[config.mk]
export PLATFORM = sky130hd
export DESIGN_NAME = hazard_stall_controller_flat
export DESIGN_NICKNAME = d
export VERILOG_FILES = /design/src/rtl/hazard_stall_controller_if.sv /design/src/rtl/hazard_stall_controller.sv /design/src/flat_wrapper.sv
export SDC_FILE = /design/constraint.sdc
export NUM_CORES = 1
export LEC_CHECK = 0
export ABC_AREA = 1
export ABC_CLOCK_PERIOD_IN_PS = 3900
export CAP_MARGIN = 20
export CORE_MARGIN = 2
export CORE_UTILIZATION = 35
export DETAILED_ROUTE_END_ITERATION = 6
export GPL_TIMING_DRIVEN = 0
export PLACE_DENSITY_LB_ADDON = 0.05
export SLEW_MARGIN = 20
export SYNTH_ARGS = -nofsm -noshare
export SYNTH_HDL_FRONTEND = slang
export SYNTH_SLANG_ARGS = --single-unit
[constraint.sdc]
create_clock -name clk -period 3.9 [get_ports clk]
set_input_delay 0.78 -clock clk [delete_from_list [all_inputs] [get_ports clk]]
set_output_delay 0.78 -clock clk [all_outputs]
set_load 0.02 [all_outputs]
[src/rtl/hazard_stall_controller_if.sv]
// Hazard-control bundle between the pipeline datapath and the stall controller.
// The master drives the ID/EX hazard information and the slave returns the stall controls.
interface hazard_stall_controller_if #(
   parameter int n  = 5,
   parameter int SW = 8
);
   logic [n-1:0]  IF_ID_rs;
   logic [n-1:0]  IF_ID_rt;
   logic          IF_ID_usesRt;
   logic [n-1:0]  ID_EX_rt;
   logic          ID_EX_memRead;
   logic          ID_mduStart;
   logic          EX_branchTaken;
   logic          pcWrite;
   logic          IF_ID_write;
   logic          IF_ID_flush;
   logic          ID_EX_bubble;
   logic          mduBusy;
   logic [SW-1:0] stallCount;

   modport master (
      output IF_ID_rs, IF_ID_rt, IF_ID_usesRt, ID_EX_rt, ID_EX_memRead,
             ID_mduStart, EX_branchTaken,
      input  pcWrite, IF_ID_write, IF_ID_flush, ID_EX_bubble, mduBusy, stallCount
   );

   modport slave (
      input  IF_ID_rs, IF_ID_rt, IF_ID_usesRt, ID_EX_rt, ID_EX_memRead,
             ID_mduStart, EX_branchTaken,
      output pcWrite, IF_ID_write, IF_ID_flush, ID_EX_bubble, mduBusy, stallCount
   );
endinterface

[src/rtl/hazard_stall_controller.sv]
// Load-use / MDU stall and branch-flush sequencer for the 5-stage pipeline.
// Control outputs are Mealy so stalls take effect in the same cycle the hazard appears.
module hazard_stall_controller #(
   parameter int n          = 5,
   parameter int MDU_CYCLES = 4,
   parameter int CW         = 3,
   parameter int SW         = 8
) (
   input  logic                      clk,
   input  logic                      reset,
   hazard_stall_controller_if.slave  hz
);
   typedef enum logic [0:0] {
      RUN      = 1'b0,
      MDU_BUSY = 1'b1
   } state_t;

   localparam logic [CW-1:0] MDU_LOAD  = CW'(MDU_CYCLES - 1);
   localparam logic [CW-1:0] CNT_ONE   = CW'(1);
   localparam logic [SW-1:0] STALL_MAX = {SW{1'b1}};
   localparam logic [n-1:0]  REG_ZERO  = {n{1'b0}};

   state_t        state_q, state_d;
   logic [CW-1:0] mdu_cnt_q, mdu_cnt_d;
   logic [SW-1:0] stall_count_q, stall_count_d;
   logic          load_use_s;
   logic          pc_write_s;
   logic          if_id_write_s;
   logic          if_id_flush_s;
   logic          id_ex_bubble_s;

   // $0 is hard-wired zero, so a load targeting it never creates a real dependency
   assign load_use_s = hz.ID_EX_memRead & (hz.ID_EX_rt != REG_ZERO) &
                       ((hz.ID_EX_rt == hz.IF_ID_rs) |
                        (hz.IF_ID_usesRt & (hz.ID_EX_rt == hz.IF_ID_rt)));

   // Next-state and Mealy control decode
   always_comb begin
      state_d        = state_q;
      mdu_cnt_d      = mdu_cnt_q;
      pc_write_s     = 1'b1;
      if_id_write_s  = 1'b1;
      if_id_flush_s  = 1'b0;
      id_ex_bubble_s = 1'b0;
      if (reset) begin
         state_d   = RUN;
         mdu_cnt_d = '0;
      end else begin
         case (state_q)
            RUN: begin
               if (hz.EX_branchTaken) begin
                  if_id_flush_s  = 1'b1;
                  id_ex_bubble_s = 1'b1;
               end else if (load_use_s) begin
                  pc_write_s     = 1'b0;
                  if_id_write_s  = 1'b0;
                  id_ex_bubble_s = 1'b1;
               end else if (hz.ID_mduStart) begin
                  state_d   = MDU_BUSY;
                  mdu_cnt_d = MDU_LOAD;
               end else begin
                  state_d = RUN;
               end
            end
            MDU_BUSY: begin
               pc_write_s     = 1'b0;
               if_id_write_s  = 1'b0;
               id_ex_bubble_s = 1'b1;
               mdu_cnt_d      = mdu_cnt_q - CNT_ONE;
               if (mdu_cnt_q == CNT_ONE) begin
                  state_d = RUN;
               end else begin
                  state_d = MDU_BUSY;
               end
            end
            default: begin
               state_d   = RUN;
               mdu_cnt_d = '0;
            end
         endcase
      end
   end

   // Saturating stall counter; a branch flush keeps pcWrite high and is not counted
   always_comb begin
      stall_count_d = stall_count_q;
      if (!pc_write_s && (stall_count_q != STALL_MAX)) begin
         stall_count_d = stall_count_q + SW'(1);
      end else begin
         stall_count_d = stall_count_q;
      end
   end

   // State, MDU countdown and performance counter registers
   always_ff @(posedge clk) begin
      if (reset) begin
         state_q       <= RUN;
         mdu_cnt_q     <= '0;
         stall_count_q <= '0;
      end else begin
         state_q       <= state_d;
         mdu_cnt_q     <= mdu_cnt_d;
         stall_count_q <= stall_count_d;
      end
   end

   assign hz.pcWrite      = pc_write_s;
   assign hz.IF_ID_write  = if_id_write_s;
   assign hz.IF_ID_flush  = if_id_flush_s;
   assign hz.ID_EX_bubble = id_ex_bubble_s;
   assign hz.mduBusy      = (state_q == MDU_BUSY) & ~reset;
   assign hz.stallCount   = stall_count_q;
endmodule

[src/flat_wrapper.sv]
// flat-port wrapper written by rule: the top's interface ports become plain ports
module hazard_stall_controller_flat 
#(
   parameter int n          = 5,
   parameter int MDU_CYCLES = 4,
   parameter int CW         = 3,
   parameter int SW         = 8
)
  (clk, reset, hz_IF_ID_rs, hz_IF_ID_rt, hz_IF_ID_usesRt, hz_ID_EX_rt, hz_ID_EX_memRead, hz_ID_mduStart, hz_EX_branchTaken, hz_pcWrite, hz_IF_ID_write, hz_IF_ID_flush, hz_ID_EX_bubble, hz_mduBusy, hz_stallCount);
  hazard_stall_controller_if #(.n(n), .SW(SW)) hz_i ();
  input  logic clk;
  input  logic reset;
  input wire logic [$bits(hz_i.IF_ID_rs)-1:0] hz_IF_ID_rs;
  input wire logic [$bits(hz_i.IF_ID_rt)-1:0] hz_IF_ID_rt;
  input wire logic [$bits(hz_i.IF_ID_usesRt)-1:0] hz_IF_ID_usesRt;
  input wire logic [$bits(hz_i.ID_EX_rt)-1:0] hz_ID_EX_rt;
  input wire logic [$bits(hz_i.ID_EX_memRead)-1:0] hz_ID_EX_memRead;
  input wire logic [$bits(hz_i.ID_mduStart)-1:0] hz_ID_mduStart;
  input wire logic [$bits(hz_i.EX_branchTaken)-1:0] hz_EX_branchTaken;
  output wire logic [$bits(hz_i.pcWrite)-1:0] hz_pcWrite;
  output wire logic [$bits(hz_i.IF_ID_write)-1:0] hz_IF_ID_write;
  output wire logic [$bits(hz_i.IF_ID_flush)-1:0] hz_IF_ID_flush;
  output wire logic [$bits(hz_i.ID_EX_bubble)-1:0] hz_ID_EX_bubble;
  output wire logic [$bits(hz_i.mduBusy)-1:0] hz_mduBusy;
  output wire logic [$bits(hz_i.stallCount)-1:0] hz_stallCount;
  assign hz_i.IF_ID_rs = hz_IF_ID_rs;
  assign hz_i.IF_ID_rt = hz_IF_ID_rt;
  assign hz_i.IF_ID_usesRt = hz_IF_ID_usesRt;
  assign hz_i.ID_EX_rt = hz_ID_EX_rt;
  assign hz_i.ID_EX_memRead = hz_ID_EX_memRead;
  assign hz_i.ID_mduStart = hz_ID_mduStart;
  assign hz_i.EX_branchTaken = hz_EX_branchTaken;
  assign hz_pcWrite = hz_i.pcWrite;
  assign hz_IF_ID_write = hz_i.IF_ID_write;
  assign hz_IF_ID_flush = hz_i.IF_ID_flush;
  assign hz_ID_EX_bubble = hz_i.ID_EX_bubble;
  assign hz_mduBusy = hz_i.mduBusy;
  assign hz_stallCount = hz_i.stallCount;
  hazard_stall_controller #(.n(n), .MDU_CYCLES(MDU_CYCLES), .CW(CW), .SW(SW)) u_core (.clk(clk), .reset(reset), .hz(hz_i));
endmodule
# Word-level counts from Yosys, hierarchy flattened
# Cells that the tools add are included.
# word_totals
regBits,12
latchBits,0
mem_bits_rw,0
romBits,0
input_bits,21
output_inout_bits,13
word_cells,43
n_memories,0
# op_classes
addsub,2
multipliers,0
n_div,0
n_lt_le_gt_ge,0
n_eq_ne,7
shifts,0
n_mux,20
n_bitwise,7
n_reduce_logical,4
# op_table
operator,count
$mux 1,13
$eq 5x5->1,2
$mux 3,3
$add 8x1->8 const B,1
$ne 8x8->1 const B,1
$ne 2x2->1 const B,3
$pmux 1 s2,3
$pmux 3 s2,1
$reduce_bool 5->1,1
$and 1x1->1,4
$eq 3x1->1 const B,1
$reduce_and 3->1,1
$sub 3x1->3 const B,1
$not 1->1,2
$logic_and 1x1->1,1
$logic_not 1->1,1
$or 1x1->1,1

# Longest topological paths before layout
# depth
depth_word,10
depth_mapped,12

# Worst setup path after synthesis
# OpenSTA, ideal clock, no wires.
# synth_path
path_kind,input port to output port
startpoint,input port reset
endpoint,output port hz_pcWrite
arrival_ns,1.737
required_time_ns,3.120
path_slack_ns,1.383
stages,6
path_buffers,2
path_cell_list,nor2_1 > inv_1 > nand2_4 > buf_8 > inv_1 > buf_4
# synth_via
elab_chain_cells,1
# synth_lines
element,line_no,rtl
start: declaration,flat_wrapper.sv:12,input logic reset;
$mux 1,--,
end: declaration,flat_wrapper.sv:20,output wire logic [$bits(hz_i.pcWrite)-1:0] hz_pcWrite;
# No other way between the ends.

# Worst setup path after layout
# layout_path
startpoint,input port hz_ID_EX_rt[0]
endpoint,output port hz_pcWrite
# layout_via
elab_chain_cells,8
word_cells_on_any_way,11
# layout_lines
element,line_no,rtl
start: declaration,flat_wrapper.sv:16,input wire logic [$bits(hz_i.ID_EX_rt)-1:0] hz_ID_EX_rt;
$eq 5x5->1,hazard_stall_controller.sv:35,(hz.IF_ID_usesRt & (hz.ID_EX_rt == hz.IF_ID_rt)));
$and 1x1->1,hazard_stall_controller.sv:35,
$or 1x1->1,hazard_stall_controller.sv:34,((hz.ID_EX_rt == hz.IF_ID_rs) |
$and 1x1->1 (*),hazard_stall_controller.sv:33,assign load_use_s = hz.ID_EX_memRead & (hz.ID_EX_rt != REG_ZERO) &
$mux 1 (*),hazard_stall_controller.sv:54,end else if (load_use_s) begin
$mux 1 (*),hazard_stall_controller.sv:51,if (hz.EX_branchTaken) begin
$pmux 1 s2 (*),hazard_stall_controller.sv:49,case (state_q)
$mux 1 (*),hazard_stall_controller.sv:45,if (reset) begin
# Mark *: on every way between the ends. The rest lies on a longest branch, timed or not.

==> results.cfg <==
[run_status]
status = finished, final reports clean

[timing]
grt_setup_unrepaired = false
max_freq_ghz = 0.284
slew_headroom = 0.819
fin_crit_ns = 3.53
hold_viol = 0
fin_crit_sh = 0.904
finClkSkew_ns = 0.00674
worst_slew_pin_slew_ns = 0.270
slew_violations = 0
finalSetupTns_ns = 0
setup_viol = 0

[die]
die-area_um2 = 2930
row_count = 18
die_height_um = 54.2
die_width_um = 54.2
initial_core_util = 0.362
io_pins = 34
core_um2 = 2430

[pwr]
p_sw_frac = 0.271
power_switching_mw = 0.0841
peakVddDrop_uv = 162
power-per-cell-area_nw_per_um2 = 242
p_comb_frac = 0.264
p_seq_frac = 0.421
clock_power_share = 0.315
p_int_mw = 0.226
p_leak_nw = 0.606

[route]
wire_per_inst_um = 9.82
routed_wl_mm = 2.07
wl_met3_um = 136
vias = 1005
dr.max_layer_used = met4
dr.pass1.iters = 4
drt_iter0_markers = 12
final_antenna_net_count = 0
wl_met2_mm = 1.05
m1WireLength_um = 855
via_per_inst = 4.76
drc = 0

[critical_path]
worstPathMaxFanout = 10
worstSetupPathType = primary input to output pin
cp-end-kind = output pin
worstSetupStartpointType = primary input
cp_data_required_time_ns = 3.12
worstPathArrival_ns = 2.75
reg2reg_setup_slack_ns = 2.24

[grt]
grt_first_pass_wirelength_mm = 3.59
overflow = 0
antenna_found_initial = 0
grt_usage = 0.169
grt_max_degree = 11
grt_pass1_vias = 909

[yosys]
synth_area_um2 = 881
yosysSeqAreaShare = 0.273
ys_types = 21
synth_cells = 144
postSynthAreaPerCell_um2 = 6.12
synthesis.nets = 168
yosys_warnings = 0
ys_seq_elements = 12

[cells_and_area]
stdcell_area_um2 = 1280
finalNetCount = 206
areaGrowthSynthToFinish_pct = 45.9
drive_gt1_frac = 0.0884
final_common_cell = nand2_1
num-fill-cells = 251
n_antenna_cell = 0
final_cell_mix = nand2_1, clkdlybuf4s50_1, inv_1

[clock_network]
ctsHoldBuffers = 0
clockBufferDepth = 2
root_buffer = clkbuf_4
cts_setup_buffers = 0
cts_resized = 0
cts_max_level = 1
cts_made_buffers = 3
cts.sinks = 12
cts_tree = built
path_clk_slew_ns = 0.07
clk_latency_ns = 0.26

[place]
place_congestion = 0.739
io_buffers = 33
dp.final_hpwl_mm = 1.70
placed_area_um2 = 1250

[flow_run]
drv_cap = 0

[hold_path]
hold_path.class = flip-flop to flip-flop
Yosys cell counts:
library cell	instances	share of area
nand4_1	2	0.014
nand2_2	1	0.0071
dfxtp_1	12	0.27
nor2_1	13	0.055
nand3_1	16	0.091
inv_1	21	0.089
and3_1	1	0.0071
xor2_1	2	0.020
buf_8	1	0.017
inv_2	4	0.017
xnor2_1	3	0.030
a31oi_1	1	0.0071
nor3_1	3	0.017
nand3_2	2	0.023
or2_2	1	0.0071
buf_4	2	0.017
nand2_1	42	0.18
o21ai_0	2	0.011
a21oi_1	11	0.062
ha_1	3	0.043
nand2_4	1	0.013
area by class of cell:
class / count / area [µm²] / area share
multi-input combinational: 104 / 517 / 0.402
timing repair buffer: 33 / 330 / 0.257
sequential: 12 / 240 / 0.187
inverter: 25 / 93.8 / 0.0730
tap: 30 / 37.5 / 0.0292
clock buffer: 4 / 36.3 / 0.0282
buffer: 3 / 30.0 / 0.0234
power groups by stage:
stage | Sequential (mW) | Clock [mW] | Combinational (mW)
floorplan | 0.134 | 0 | 0.0434
global placement | 0.133 | 0 | 0.0811
detailed placement | 0.134 | 0 | 0.0826
CTS | 0.131 | 0.102 | 0.0829
global route | 0.131 | 0.108 | 0.0929
finish | 0.131 | 0.0978 | 0.0821
worst max-delay path, cell delays in order:
cell	delay [ns]
clkdlybuf4s50_1	0.51
inv_2	0.06
nand2_1	0.06
nand2_1	0.05
nor2_1	0.12
nand3_1	0.10
nand2_2	0.08
nand3_2	0.08
nand2_4	0.09
buf_8	0.13
inv_1	0.05
buf_4	0.12
clkdlybuf4s50_1	0.52
sequential cells by signal, summed over array words and instances, names as in the netlist:
name                  flops
u_core.hz.stallCount      8
u_core.mdu_cnt_q          3
u_core.state_q            1
per-layer routing:
metal | up-vias | track usage
met4 | 0 | 0.0833
met1 | 436 | 0.171
li1 | 530 | -
met2 | 37 | 0.319
met5 | - | 0
met3 | 2 | 0.0361
per-stage QoR:
stage	hold WS [ns]	setup slack [ns]	instances	util	power, mW
4_1_cts	0.496	0.343	211	0.528	0.315
6_report	0.492	0.373	211	0.528	0.310
3_5_place_dp	0.484	0.346	207	0.513	0.216
5_1_grt	0.512	0.201	211	0.528	0.332
3_3_place_gp	0.474	0.388	207	0.513	0.214
2_1_floorplan	0.457	1.38	144	-	0.177
logic make-up after synthesis:
kind of cell,after synthesis,share of synthesized area
adders and majority gates,3,0.0426
xor gates and xnor gates,5,0.0497
AOI/OAI and AO/OA,14,0.0810
and+or+nand+nor,82,0.413
DFF,12,0.273
buffers and inverters,28,0.141
worst paths after layout:
| kind | start | endpoint | cells after the start |
|---|---|---|---|
| setup / recovery | hz_ID_EX_rt[0] | hz_pcWrite | 13 |
| hold / removal | u_core.mdu_cnt_q[1]$_SDFFE_PP0P_ | u_core.mdu_cnt_q[1]$_SDFFE_PP0P_ | 2 |
| setup reg to reg | u_core.hz.stallCount[0]$_SDFFE_PP0P_ | u_core.hz.stallCount[4]$_SDFFE_PP0P_ | 7 |
| hold reg to reg | u_core.mdu_cnt_q[1]$_SDFFE_PP0P_ | u_core.mdu_cnt_q[1]$_SDFFE_PP0P_ | 2 |
(Power assumes the default switching activity.)
